### src/rtl/bcd_display_pkg.sv
// bcd_display_pkg: shared constants, digit index type and segment table for the BCD display scanner
package bcd_display_pkg;

    localparam logic [6:0] SEG_BLANK = 7'h7F;
    localparam logic [6:0] SEG_DASH  = 7'h3F;

    typedef logic [1:0] digit_idx_t;

    // Active-low {g,f,e,d,c,b,a} codes for digits 0..9
    localparam logic [6:0] SEG_CODES [10] = '{
        7'h40, 7'h79, 7'h24, 7'h30, 7'h19,
        7'h12, 7'h02, 7'h78, 7'h00, 7'h10
    };

endpackage

### src/rtl/bcd_to_seven_segment.sv
// bcd_to_seven_segment: combinational BCD digit to active-low seven-segment code with blank override
module bcd_to_seven_segment
    import bcd_display_pkg::*;
(
    input  logic [3:0] digit_i,
    input  logic       blank_i,
    output logic [6:0] seg_o
);

    // Blank wins; values 10..15 are not BCD and show a dash
    always_comb begin
        seg_o = blank_i ? SEG_BLANK : (digit_i < 4'd10) ? SEG_CODES[digit_i] : SEG_DASH;
    end

endmodule

### src/rtl/bcd_display_scanner.sv
// bcd_display_scanner: double-buffered four-digit multiplexed seven-segment driver (option: LEADING_ZERO_BLANK_EN)
module bcd_display_scanner
    import bcd_display_pkg::*;
#(
    parameter int REFRESH_DIV  = 50000,
    parameter int BLANK_CYCLES = 16
) (
    input  logic       clock_i,
    input  logic       resetn_i,
    input  logic       load_i,
    input  logic [3:0] thousand_i,
    input  logic [3:0] hundred_i,
    input  logic [3:0] ten_i,
    input  logic [3:0] one_i,
    output logic [6:0] seg_o,
    output logic [3:0] anode_o,
    output logic       frame_done_o
);

    localparam int CW = $clog2(REFRESH_DIV);

    logic [CW-1:0] cnt_q, cnt_d;
    digit_idx_t    idx_q, idx_d;
    logic [15:0]   act_q, act_d;
    logic [15:0]   pend_q, pend_d;
    logic          pend_v_q, pend_v_d;
    logic [6:0]    seg_q, seg_d;
    logic [3:0]    anode_q, anode_d;
    logic          frame_done_q;

    logic          slot_end;
    logic          boundary;
    logic [15:0]   load_val;
    logic [3:0]    digit;
    logic [3:0]    lz_mask;
    logic          blank;

    // Scan timing, double-buffer update and the next output word
    always_comb begin
        slot_end = cnt_q == CW'(REFRESH_DIV - 1);
        boundary = slot_end && idx_q == 2'd3;
        cnt_d    = slot_end ? '0 : cnt_q + 1'b1;
        idx_d    = slot_end ? idx_q + 1'b1 : idx_q;
        load_val = {thousand_i, hundred_i, ten_i, one_i};
        pend_d   = (load_i && !boundary) ? load_val : pend_q;
        pend_v_d = load_i ? !boundary : (boundary ? 1'b0 : pend_v_q);
        act_d    = (load_i && boundary) ? load_val : (boundary && pend_v_q) ? pend_q : act_q;
        digit    = act_q[{idx_q, 2'b00} +: 4];
`ifdef LEADING_ZERO_BLANK_EN
        lz_mask  = {act_q[15:12] == 4'd0,
                    act_q[15:8] == 8'd0,
                    act_q[15:4] == 12'd0,
                    1'b0};
`else
        lz_mask  = 4'b0000;
`endif
        blank    = (cnt_q < CW'(BLANK_CYCLES)) || lz_mask[idx_q];
        anode_d  = blank ? 4'hF : ~(4'b0001 << idx_q);
    end

    bcd_to_seven_segment u_dec (
        .digit_i (digit),
        .blank_i (blank),
        .seg_o   (seg_d)
    );

    // State and registered outputs; reset discards any pending load
    always_ff @(posedge clock_i) begin
        if (!resetn_i) begin
            cnt_q        <= '0;
            idx_q        <= '0;
            act_q        <= '0;
            pend_q       <= '0;
            pend_v_q     <= 1'b0;
            seg_q        <= SEG_BLANK;
            anode_q      <= 4'hF;
            frame_done_q <= 1'b0;
        end else begin
            cnt_q        <= cnt_d;
            idx_q        <= idx_d;
            act_q        <= act_d;
            pend_q       <= pend_d;
            pend_v_q     <= pend_v_d;
            seg_q        <= seg_d;
            anode_q      <= anode_d;
            frame_done_q <= boundary;
        end
    end

    assign seg_o        = seg_q;
    assign anode_o      = anode_q;
    assign frame_done_o = frame_done_q;

endmodule

### config.mk
export PLATFORM = sky130hd
export DESIGN_NAME = bcd_display_scanner
export DESIGN_NICKNAME = d
export VERILOG_FILES = /design/src/rtl/bcd_display_pkg.sv /design/src/rtl/bcd_to_seven_segment.sv /design/src/rtl/bcd_display_scanner.sv
export SDC_FILE = /design/constraint.sdc
export NUM_CORES = 1
export LEC_CHECK = 0
export CAP_MARGIN = 20
export CORE_UTILIZATION = 30
export DETAILED_ROUTE_END_ITERATION = 7
export PLACE_DENSITY = 0.52
export SKIP_LAST_GASP = 1
export SYNTH_ARGS = -nofsm -noshare
export SYNTH_HDL_FRONTEND = slang
export SYNTH_SLANG_ARGS = --single-unit
### constraint.sdc
create_clock -name clock_i -period 2.35 [get_ports clock_i]
set_input_delay 0.5875 -clock clock_i [delete_from_list [all_inputs] [get_ports clock_i]]
set_output_delay 0.5875 -clock clock_i [all_outputs]
set_load 0.01 [all_outputs]
After elaboration in Yosys (flattened, before gate mapping). Memories as Yosys holds them, arrays and structs flattened. Cells that the tools add are included.

Add/sub/neg operators: 2. Muxes and demuxes: 9. Eq/ne operators: 2. Bitwise logic cells: 4. Shift operators: 2. Reduce and logical (&&, ||, !) cells: 11. Magnitude comparators: 4.

Operator list (number): $mux W16 (2); $mux W7 (3); $add A16 B1 Y16 const B (1); $eq A16 B16 Y1 const B (1); $lt A16 B5 Y1 const B (1); $shiftx A16 B5 Y4 (1); $ge A5 B5 Y1 const B (1); $not A4 Y5 (1); $logic_and A1 B1 Y1 (4); $lt A4 B4 Y1 const B (1); $not A4 Y4 (1); $reduce_bool A2 Y1 (2); $reduce_or A2 Y1 (2); $shl A1 B2 Y4 const A (1); $lt A2 B3 Y1 const B (1); $mux W1 (3); $reduce_or A3 Y1 (1); $add A2 B1 Y2 const B (1); $bmux W1 S2 (1); $eq A2 B2 Y1 const B (1); $not A1 Y1 (2); $logic_not A1 Y1 (1); $logic_or A1 B1 Y1 (1).

Register bits after elaboration: 63. Memories: 1. ROM bits: 112.

Memories: (no name shown) (depth 16, bits a word 7, rd ports 1, clocked after memory_dff 0, wr ports 0, RTL line bcd_to_seven_segment.sv:12) `seg_o = blank_i ? SEG_BLANK : (digit_i < 4'd10) ? SEG_CODES[digit_i] : SEG_DASH;`.

Logic depth before layout (Yosys ltp).
Depth after elaboration: 6. Gate-level depth with buffers: 7. Gate-level depth less buffers: 6.

By module. A second synthesis with hierarchy kept.

Cell total of the unflattened synthesis: 330. Area, all modules: 3041.7 um^2.

Modules (own cells, without submodules): bcd_display_scanner (times used 1, area an instance 2821.5 um^2, cells each 297, sequential area each 1261.2 um^2); bcd_to_seven_segment (times used 1, area an instance 220.2 um^2, cells each 33, sequential area each 0.0 um^2).

Least setup slack after synthesis. No wires, ideal clock.

Kind: register to register. Start: register cnt_q[0]. End: register pend_q[10]. Stages on the path, launching flop included: 8. Buffers on the path: 2. Period minus slack after synthesis: 2.053 ns. Arrival time: 1.981 ns. Required time: 2.278 ns. Setup slack: 0.297 ns. Library setup time: 0.072 ns. Path through: dfxtp_1 -> ha_1 -> and3_2 -> and4_1 -> buf_2 -> a31oi_2 -> buf_2 -> mux2i_1.

Cells in the longest elaborated chain, start to end: 4.

Ends and longest elaborated chain: from (decl) (RTL line bcd_display_scanner.sv:22) `logic [CW-1:0] cnt_q, cnt_d;`; from (signal assigned) (RTL line bcd_display_scanner.sv:79) `cnt_q <= cnt_d;`; $eq A16 B16 Y1 (RTL line bcd_display_scanner.sv:40) `slot_end = cnt_q == CW'(REFRESH_DIV - 1);`; $logic_and A1 B1 Y1 (RTL line bcd_display_scanner.sv:41) `boundary = slot_end && idx_q == 2'd3;`; $logic_not A1 Y1 (RTL line bcd_display_scanner.sv:45) `pend_d = (load_i && !boundary) ? load_val : pend_q;`; $logic_and A1 B1 Y1 (RTL line bcd_display_scanner.sv:45); to (signal assigned) (RTL line bcd_display_scanner.sv:82) `pend_q <= pend_d;`; to (decl) (RTL line bcd_display_scanner.sv:25) `logic [15:0] pend_q, pend_d;`.

No other way between the ends. A chain may end at the register's enable or synchronous reset.

Worst setup path in the final report.
Start: register cnt_q[13]. End: register act_q[14].

Cells in the longest elaborated chain, start to end: 4. Elaborated cells on any way between the ends: 6. Classes of those cells: eq/ne (1); mux (1); reduce/logical (4).

Ends and longest elaborated chain: $eq A16 B16 Y1 (*) (RTL line bcd_display_scanner.sv:40); $logic_and A1 B1 Y1 (*) (RTL line bcd_display_scanner.sv:41); $logic_and A1 B1 Y1 (RTL line bcd_display_scanner.sv:47) `act_d = (load_i && boundary) ? load_val : (boundary && pend_v_q) ? pend_q : act_q;`; $mux W16 or $reduce_bool A2 Y1 (tied branches); to (signal assigned) (RTL line bcd_display_scanner.sv:81) `act_q <= act_d;`; to (decl) (RTL line bcd_display_scanner.sv:24) `logic [15:0] act_q, act_d;`.

Every way passes the cells marked *; elsewhere a longest branch is shown, timed or not.

==> impl_results.rst <==
.. list-table::
   :header-rows: 1

   * - Metric
     - Value
   * - Outcome
     - complete, no violations
   * - Initial standard-cell utilization of the core
     - 0.3072
   * - Fraction of final layout cells with drive strength greater than 1
     - 0.1461
   * - Count of hold buffers inserted by post-cts repair
     - 0
   * - Leak
     - about 1.4 nW
   * - Final max-slew violation count
     - 0
   * - Remaining antenna violation count
     - 0
   * - Slew at the pin closest to its max-slew limit
     - just over 0.6 ns
   * - Data required time at the worst endpoint
     - around 2.6 ns
   * - Worst Setup Start Kind
     - register
   * - Power per unit of standard cell area
     - 587.2 nW/um2
   * - Standard cell core area
     - 9729 um2
   * - Die Y
     - 101.8 um
   * - Sum of negative setup slack
     - 0 ns
   * - Number of CTS-inserted buffers
     - 9
   * - PostCTS Resize Cnt
     - 0
   * - Number of DRC markers after the initial detailed-route iteration
     - 106
   * - Reg2Reg Depth
     - 5
   * - Remaining Overflow, GRT
     - 0
   * - Count of buffers added by post-CTS timing repair for setup
     - 0
   * - Arrival time of the worst setup path
     - 2.36 ns
   * - Synthesized area
     - 2989 um2
   * - Vias in the first global route
     - 2,083
   * - Number of vias per cell after detailed routing
     - 4.649
   * - FFs w/ async S/R, synth
     - 0
   * - Total GRT Usage
     - 0.1322
   * - # setup viols final
     - 0
   * - HPWL after DPL
     - 4.195 mm
   * - Final hold violation count
     - 0
   * - Total number of placement rows
     - 36
   * - Gate count of the mapped netlist
     - roughly 320
   * - Most common cell type on the critical path
     - or4_4
   * - Most common flop cell mapped by yosys
     - dfxtp_1
   * - Warnings from Yosys
     - 0
   * - Final std cells w/o fill
     - 482
   * - Number of enable flip-flop cells after synthesis
     - 0
   * - First-pass GRT wire length
     - 10.21 mm
   * - Full die area
     - 10,370 um2
   * - Total of max-cap violations
     - 0
   * - Crit. End Element
     - register
   * - Worst IR drop on VDD
     - 0.0002333 V
   * - Remaining max-slew budget at the tightest pin
     - 0.5949
   * - Number of unique standard cell types used by synthesis
     - 43
   * - Post-Route Skew
     - around 0.0083 ns
   * - Die X-Extent
     - slightly above 100 um
   * - Clock latency on the worst-skew pair
     - 0.35 ns
   * - Placed Cells
     - 468
   * - Routed wire length
     - 6.126 mm
   * - Overall power consumption
     - 0.002076 W
   * - First-pass DRT Iterations
     - 4
   * - Crit path kind
     - register to register
   * - Number of I/O pins
     - 31
   * - Sequential area share after synthesis
     - 0.4219
   * - Pre-CTS setup slack
     - 0.2868 ns
   * - Layout overhead on the synthesized area
     - 18.25%
   * - Minimum setup slack in the final design
     - between 0.2 and 0.3 ns
   * - Fraction of the cycle the final worst path needs
     - 0.8812
   * - Hold Path Cell Cnt
     - 1
   * - DRC violation count after routing
     - 0
   * - Final Hold Slack
     - 0.4411 ns
   * - Count of port buffers added during placement
     - 30
   * - Weighted congestion at the end of routability-driven global placement
     - around 0.76
   * - Number of storage elements in the synthesis netlist
     - between 60 and 70
   * - N_diodes
     - 0
   * - Net count of the finished layout
     - ~380
   * - Library cell used as clock root buffer
     - clkbuf_8
   * - Setup repair after global routing missed its margin
     - no
   * - Wirelength per Cell
     - roughly 13 um
   * - Clock transition at path regs
     - 0.07 ns
   * - Post-route minimum period
     - 2.071 ns
   * - Net count after synthesis
     - 346
   * - CTS tree
     - yes
   * - Class of the most critical hold timing path
     - register to register
   * - Number of clock sinks
     - between 60 and 70
   * - Avg Synthesized Cell Area
     - 9.429 um2
   * - Maximum number of pins on one net before global-route repair
     - 50
   * - Peak Freq
     - 482.9 MHz
   * - Largest incremental delay on the critical path
     - 0.56 ns
   * - Number of buffers on the longest clock path
     - 2
   * - Crit-path cells
     - or4_4, or4_4, nor3_4, buf_4, o221a_2
   * - Worst Path Max Fanout
     - 16
   * - CTS H-tree depth
     - 3
   * - Slowest library cell on the worst path
     - or4_4
   * - Number of vias in the routed layout
     - 2,241
   * - Antenna violations before repair
     - 0
[cell families (layout without fill, tap and decap cells)]
| kind of cell | count (synthesis) | after routing | share of synthesized area |
|---|---|---|---|
| flops | 63 | 63 | 0.4219 |
| buf+inv | 44 | 76 | 0.07870 |
| compound gates | 63 | 63 | 0.1469 |
| simple gates | 107 | 107 | 0.1976 |
| mux | 20 | 20 | 0.08372 |
| xor+xnor | 10 | 10 | 0.02930 |
| fa+ha+maj | 10 | 10 | 0.04186 |
[state kept, by name, indices dropped and copies added (netlist names)]
name / count
act_q: 16
anode_o: 4
cnt_q: 16
frame_done_o: 1
idx_q: 2
pend_q: 16
pend_v_q: 1
seg_o: 7
[power breakdown]
part,switching [W],total [W],leakage (nW),internal [W]
Sequential,0.0000172,0.00111,0.512,0.00109
Clock,0.000397,0.000825,0.0854,0.000428
Combinational,0.0000722,0.000143,0.778,0.0000709
[worst max-delay path: cells and delay by family, from the launching register on]
kind	cells	cell delay, ns
compound gates	1	0.21
buf+inv	1	0.24
flops	1	0.33
simple gates	3	1.23
[routing by layer]
metal  wire [um]  track usage  vias up  share of wire
met3         200      0.03694       11          0.033
met4         143      0.06923        0          0.023
li1            -            -     1163              -
met2        2577       0.1897       35           0.42
met5           0            0        -              0
met1        3205       0.1804     1032           0.52
[synth_stat cells (6+ instances only)]
library cell	n	area, um2
nand3_1	6	30.03
nor2_1	15	56.30
o221a_2	16	180.2
dfxtp_1	63	1261
clkbuf_1	8	30.03
ha_1	10	125.1
inv_1	24	90.09
o21ai_0	14	70.07
a21oi_1	26	130.1
mux2i_1	16	160.2
xor2_1	7	61.31
nor3b_1	17	127.6
nand2_1	41	153.9
[metrics by stage]
| step | utilization | instance area (um2) |
|---|---|---|
| final | 0.3633 | 3535 |
| after global routing | 0.3633 | 3535 |
| after CTS | 0.3633 | 3535 |
| after detailed placement | 0.3465 | 3371 |
| after global placement | 0.3465 | 3371 |
| after floorplan | - | 2989 |
[layout make-up]
class / instances / area (um2)
inverter: 24 / 90.09
clock inverter: 1 / 5.005
sequential: 63 / 1261
timing repair buffer: 38 / 360.3
fill: 1033 / 6195
multi-input combinational: 210 / 1493
tap: 133 / 166.4
clock buffer: 13 / 158.9
[cell usage in the layout (no fill, tap or decap), types with 3 or more instances in the layout]
cell / Yosys / routed
and3_1: 3 / 3
mux4_2: 4 / 4
inv_1: 24 / 24
xor2_1: 7 / 7
xnor2_1: 3 / 3
nand3_1: 6 / 6
nand2_1: 41 / 41
nor2_1: 15 / 15
ha_1: 10 / 10
clkbuf_8: 3 / 11
o21ai_0: 14 / 14
dfxtp_1: 63 / 63
nand2b_1: 3 / 3
nor3b_1: 17 / 17
buf_4: 1 / 8
nand4_1: 5 / 5
o221a_2: 16 / 16
a21oi_1: 26 / 26
and4_1: 3 / 3
mux2i_1: 16 / 16
clkdlybuf4s50_1: 0 / 30
[final timing paths]
kind,endpoint,from,slack (ns)
max reg2reg,act_q[14],cnt_q[13],0.28
max,act_q[14],cnt_q[13],0.28
min,cnt_q[0],cnt_q[0],0.44
min reg2reg,cnt_q[0],cnt_q[0],0.44
Note: power is estimated with default switching activity, not from simulation.
